## src/rtl/dcache_pkg.sv

```systemverilog
// Shared types and helpers for the data-cache memory-side controller.
package dcache_pkg;

   localparam int LINE_W           = 128;
   localparam int LINE_OFFSET_BITS = 4;

   typedef enum logic [2:0] {
      IDLE    = 3'd0,
      WB_REQ  = 3'd1,
      WB_WAIT = 3'd2,
      RD_REQ  = 3'd3,
      RD_WAIT = 3'd4,
      RESP    = 3'd5
   } memctl_state_t;

   // Clear the byte-within-line bits of an address (zero-extended to 64 bits).
   function automatic logic [63:0] line_align(input logic [63:0] addr);
      return {addr[63:LINE_OFFSET_BITS], {LINE_OFFSET_BITS{1'b0}}};
   endfunction

endpackage

```

## src/rtl/dcache_mem_ctrl.sv

```systemverilog
// Memory-side initiator for the data cache: optional victim write-back,
// then line fetch, then a one-cycle fill strobe back to the cache.
// Build option: define MEM_TIMEOUT_EN to add a per-transaction watchdog
// that raises the sticky mem_err flag and returns an all-zero fill.
//
// state   | meaning
// --------+------------------------------------------------------------
// IDLE    | req_ready high, waiting for a miss
// WB_REQ  | one-cycle write pulse of the victim line
// WB_WAIT | victim address/data held until mem_ready
// RD_REQ  | one-cycle read pulse of the missing line
// RD_WAIT | miss address held until mem_ready, then capture read data
// RESP    | one-cycle fill_valid strobe to the cache
module dcache_mem_ctrl #(
   parameter int ADDR_W         = 32,
   parameter int LINE_W         = dcache_pkg::LINE_W,
   parameter int TIMEOUT_CYCLES = 64
) (
   input  logic              clk,
   input  logic              reset,
   input  logic              req_valid,
   output logic              req_ready,
   input  logic [ADDR_W-1:0] req_addr,
   input  logic              req_dirty,
   input  logic [ADDR_W-1:0] req_victim_addr,
   input  logic [LINE_W-1:0] req_victim_data,
   output logic              fill_valid,
   output logic [ADDR_W-1:0] fill_addr,
   output logic [LINE_W-1:0] fill_data,
   output logic              mem_read_en,
   output logic              mem_write_en,
   output logic [ADDR_W-1:0] mem_addr,
   output logic [LINE_W-1:0] mem_write_data,
   input  logic [LINE_W-1:0] mem_read_data,
   input  logic              mem_ready,
   output logic              mem_err
);

   import dcache_pkg::*;

   memctl_state_t     state;
   logic [ADDR_W-1:0] lat_addr;

   function automatic logic [ADDR_W-1:0] align(input logic [ADDR_W-1:0] a);
      return ADDR_W'(line_align(64'(a)));
   endfunction

`ifdef MEM_TIMEOUT_EN
   localparam int TMO_W = (TIMEOUT_CYCLES > 1) ? $clog2(TIMEOUT_CYCLES) : 1;
   localparam logic [TMO_W-1:0] TMO_LOAD = TMO_W'(TIMEOUT_CYCLES - 1);

   // Down-counter reloaded on entry to a WAIT state; terminal count at zero.
   logic [TMO_W-1:0] tmo_cnt;
   logic             mem_err_q;

   assign mem_err = mem_err_q;
`else
   assign mem_err = 1'b0;
`endif

   // Only IDLE accepts; derived straight from the state flop so it is glitch-free.
   assign req_ready = (state == IDLE);

   // Sequencer: state register and all registered outputs.
   always_ff @(posedge clk) begin
      if (!reset) begin
         state          <= IDLE;
         lat_addr       <= '0;
         mem_read_en    <= 1'b0;
         mem_write_en   <= 1'b0;
         mem_addr       <= '0;
         mem_write_data <= '0;
         fill_valid     <= 1'b0;
         fill_addr      <= '0;
         fill_data      <= '0;
`ifdef MEM_TIMEOUT_EN
         tmo_cnt        <= '0;
         mem_err_q      <= 1'b0;
`endif
      end else begin
         // Enables and the fill strobe are single-cycle pulses by default.
         mem_read_en  <= 1'b0;
         mem_write_en <= 1'b0;
         fill_valid   <= 1'b0;
         unique case (state)
            IDLE: begin
               if (req_valid) begin
                  lat_addr <= align(req_addr);
                  if (req_dirty) begin
                     state          <= WB_REQ;
                     mem_write_en   <= 1'b1;
                     mem_addr       <= align(req_victim_addr);
                     mem_write_data <= req_victim_data;
                  end else begin
                     state       <= RD_REQ;
                     mem_read_en <= 1'b1;
                     mem_addr    <= align(req_addr);
                  end
               end
            end
            WB_REQ: begin
               state <= WB_WAIT;
`ifdef MEM_TIMEOUT_EN
               tmo_cnt <= TMO_LOAD;
`endif
            end
            WB_WAIT: begin
               // The memory samples address/data late; they stay put until ready.
               if (mem_ready) begin
                  state       <= RD_REQ;
                  mem_read_en <= 1'b1;
                  mem_addr    <= lat_addr;
               end
`ifdef MEM_TIMEOUT_EN
               else if (tmo_cnt == '0) begin
                  mem_err_q  <= 1'b1;
                  state      <= RESP;
                  fill_valid <= 1'b1;
                  fill_addr  <= lat_addr;
                  fill_data  <= '0;
               end else begin
                  tmo_cnt <= tmo_cnt - 1'b1;
               end
`endif
            end
            RD_REQ: begin
               state <= RD_WAIT;
`ifdef MEM_TIMEOUT_EN
               tmo_cnt <= TMO_LOAD;
`endif
            end
            RD_WAIT: begin
               if (mem_ready) begin
                  state      <= RESP;
                  fill_valid <= 1'b1;
                  fill_addr  <= lat_addr;
                  fill_data  <= mem_read_data;
               end
`ifdef MEM_TIMEOUT_EN
               else if (tmo_cnt == '0) begin
                  mem_err_q  <= 1'b1;
                  state      <= RESP;
                  fill_valid <= 1'b1;
                  fill_addr  <= lat_addr;
                  fill_data  <= '0;
               end else begin
                  tmo_cnt <= tmo_cnt - 1'b1;
               end
`endif
            end
            RESP: begin
               state <= IDLE;
            end
            default: begin
               state <= IDLE;
            end
         endcase
      end
   end

endmodule

```

## config.mk

```make
export PLATFORM = sky130hd
export DESIGN_NAME = dcache_mem_ctrl
export DESIGN_NICKNAME = d
export VERILOG_FILES = /design/src/rtl/dcache_pkg.sv /design/src/rtl/dcache_mem_ctrl.sv
export SDC_FILE = /design/constraint.sdc
export NUM_CORES = 1
export LEC_CHECK = 0
export BUFFER_PORTS_ARGS = -buffer_cell sky130_fd_sc_hd__buf_2
export CELL_PAD_IN_SITES_DETAIL_PLACEMENT = 0
export CELL_PAD_IN_SITES_GLOBAL_PLACEMENT = 1
export CORE_AREA = 2 2 251 253
export CTS_CLUSTER_SIZE = 10
export DETAILED_ROUTE_END_ITERATION = 16
export DIE_AREA = 0 0 253 255
export PLACE_DENSITY_LB_ADDON = 0.1
export SLEW_MARGIN = 20
export SYNTH_ARGS = -nofsm -noshare
export SYNTH_HDL_FRONTEND = slang
export SYNTH_SLANG_ARGS = --single-unit
```

## constraint.sdc

```tcl
create_clock -name clk -period 2.7 [get_ports clk]
set_input_delay 0.405 -clock clk [delete_from_list [all_inputs] [get_ports clk]]
set_output_delay 0.405 -clock clk [all_outputs]
set_load 0.01 [all_outputs]
```

==> impl_metrics.toml <==
[global_route]
use_met2 = 0.277
grt_busiest_layer = "met2"
grtUsageMet3 = 0.0723
overflow = 0
grt_first_pass_wirelength_um = 81700
grt_max_degree = 123
antenna_found_initial = 22
grtUsageTotal = 0.167
grtUsageMet1 = 0.197
grt_pass1_vias = 12400

[cells_and_area]
nFillCells = 6866
fin_util = 0.292
layout_commonest_cell = "buf_2"
final_cell_mix = "631 x buf_2, 369 x nand2_1, 346 x dfxtp_1, 314 x a21oi_1, 129 x nand3_1"
fin_nets = 2428
final_layout_size_suffix_gt1_frac = 0.353
area_growth_pct = 40.4

[worst_setup_path]
worst_setup_path_start_kind = "register"
critical-path-max-stage-delay_ns = 0.61
slowest_stage = "or4b_4"
cp_num_buf_inv = 1
worstPathCellList = "or4b_4 -> buf_4 -> o21ai_0 -> a21oi_1"
r2r_cells = 4
regToRegEndpoint = "mem_write_data[56]"
cp.arrival_ns = 2.55
required_ns = 3.12
rrSetupSlack_ns = 0.56
rr_startpoint = "state[2]"
crit_family = "simple AND/OR/NAND/NOR gates"
critPathKind = "reg2reg"
cp_max_fo = 73
crit_path_end_kind = "register"
startpoint = "state[2]"

[timing]
slew_viol_final = 0
slew_headroom = 0.334
worstMarginPinSlew_ns = 1.00
finalCritPeriodShare = 0.792
setup_viol = 0
fin_skew_ns = 0.0107
whs_ns = 0.0701
hold_viol_final = 0
grt_setup_unrepaired = "no"
period_minus_slack_ns = 2.14
tns_ns = 0
fmax_mhz = 468

[yosys]
yosysTopAreaCellShare = 0.535
synth_ff_type = "dfxtp_1"
synthTopCellsByArea = "dfxtp_1 54%, a21oi_1 12%, nand2_1 11%"
synth-edff-count = 0
synth-async-reset-ratio = 0
yosysTopAreaCell = "dfxtp_1"
yosysSeqAreaShare = 0.535
synth_cell_types = 31
synthCells = 1547
syn_area_mm2 = 0.0129
syn_avg_cell_area_um2 = 8.36
synth_seq_cells = 346
yosysWarnings = 0

[detailed_routing]
route.detailed.drc = 0
first_pass_iters = 5
via_per_inst = 4.42
vias = 13000
routedWlPerCell_um = 19.6
initialDrtViolationCount = 679
drt_wl_total_um = 57700
postRouteAntennaNets = 0

[floorplanning]
chipWidth_um = 253
start_util = 0.208
io-pin-count = 650
core_area_mm2 = 0.0622
fp-row-count = 92
die_area_mm2 = 0.0645
die_y_um = 255

[worst_hold_path]
min_path_type = "in2reg"
hold_start = "mem_read_data[30]"
min_to = "fill_data[30]"
min_path_cells = 3

[place]
dpl.hpwl_um = 39200
gp_congestion = 0.736
portBuffers = 632

[clocking]
tritoncts = "done"
post-cts-setup-buffer-count = 0
cts_root_buffer = "clkbuf_16"
clock_latency_ns = 0.57
cts_buffer_depth = 3
cts_resized = 0
clkSinkCount = 346
path_clk_slew_ns = 0.06
cts_hold_buf = 0
cts_buffers = 45
htree_num_levels = 2

[run]
drv_cap = 0

[pwr]
p_total_mw = 12.7
p_leak_nw = 7.84
powerDensity_mw_per_mm2 = 697
irDropWorstVdd_v = 0.000345

[outcome]
outcome = "complete, no violations"
-- cell usage after synthesis (2+ instances only) --
| library cell | count |
|---|---|
| mux2_2 | 29 |
| buf_2 | 66 |
| buf_6 | 2 |
| clkbuf_1 | 60 |
| buf_4 | 18 |
| nor2_1 | 4 |
| a2111oi_0 | 2 |
| nand2_1 | 369 |
| nand3_1 | 129 |
| o21ai_0 | 92 |
| mux2i_1 | 28 |
| o21ai_1 | 36 |
| a21oi_1 | 314 |
| o2bb2ai_1 | 28 |
| dfxtp_1 | 346 |
| nor3_1 | 2 |
| buf_1 | 8 |
-- routing by layer --
layer	wire length [µm]	vias to the layer above
li1	-	6392
met1	23400	6106
met2	27700	376
met3	5410	92
met4	1100	28
met5	181	-
-- tightest hold or removal path: stages --
cell	delay, ns
buf_2	0.09
nand2_1	0.04
a21oi_1	0.05
-- power by group --
part	switching [mW]	internal [mW]
clock network	2.33	3.47
registers	0.114	5.32
logic	0.894	0.549
total	3.33	9.33
-- final cells by class --
class	count	area, µm²	share of cell area
Antenna cell	8	20.0	0.00110
Clock buffer	73	1380	0.0762
Clock inverter	3	21.3	0.00117
Inverter	2	17.5	0.000965
Multi-Input combinational cell	1053	5310	0.293
Sequential cell	346	6930	0.381
Tap cell	799	1000	0.0550
Timing Repair Buffer	655	3480	0.192
-- per-stage QoR --
stage	instances	instance area (µm²)	worst slack, ns
finish	2939	18200	0.563
global route	2935	18200	0.364
CTS	2931	18100	0.588
detailed placement	2855	16700	0.597
global placement	2855	16700	0.652
floorplan	1555	13000	1.19
-- worst max-delay path by stage --
stage	cells after the start	to	slack, ns
6_report	4	mem_write_data[56]	0.56
3_5_place_dp	4	mem_write_data[1]	0.60
3_3_place_gp	4	mem_write_data[65]	0.65
5_1_grt	4	mem_write_data[18]	0.36
2_1_floorplan	5	fill_data[16]	1.19
4_1_cts	4	mem_write_data[34]	0.59
-- kinds of logic after synthesis --
group,after synthesis,synth area share
AO/OA/AOI/OAI,474,0.193
buffers and inverters,156,0.0580
flip-flops,346,0.535
multiplexers,57,0.0469
other,1,0.000290
AND/OR/NAND/NOR,513,0.166
-- state kept, by name (all words and copies together), names as in the netlist --
register and flops:
fill_addr 28, fill_data 128, fill_valid 1, lat_addr 28, mem_addr 28, mem_read_en 1, mem_write_data 128, mem_write_en 1
state 3
Note: power is estimated with default switching activity, not from simulation.
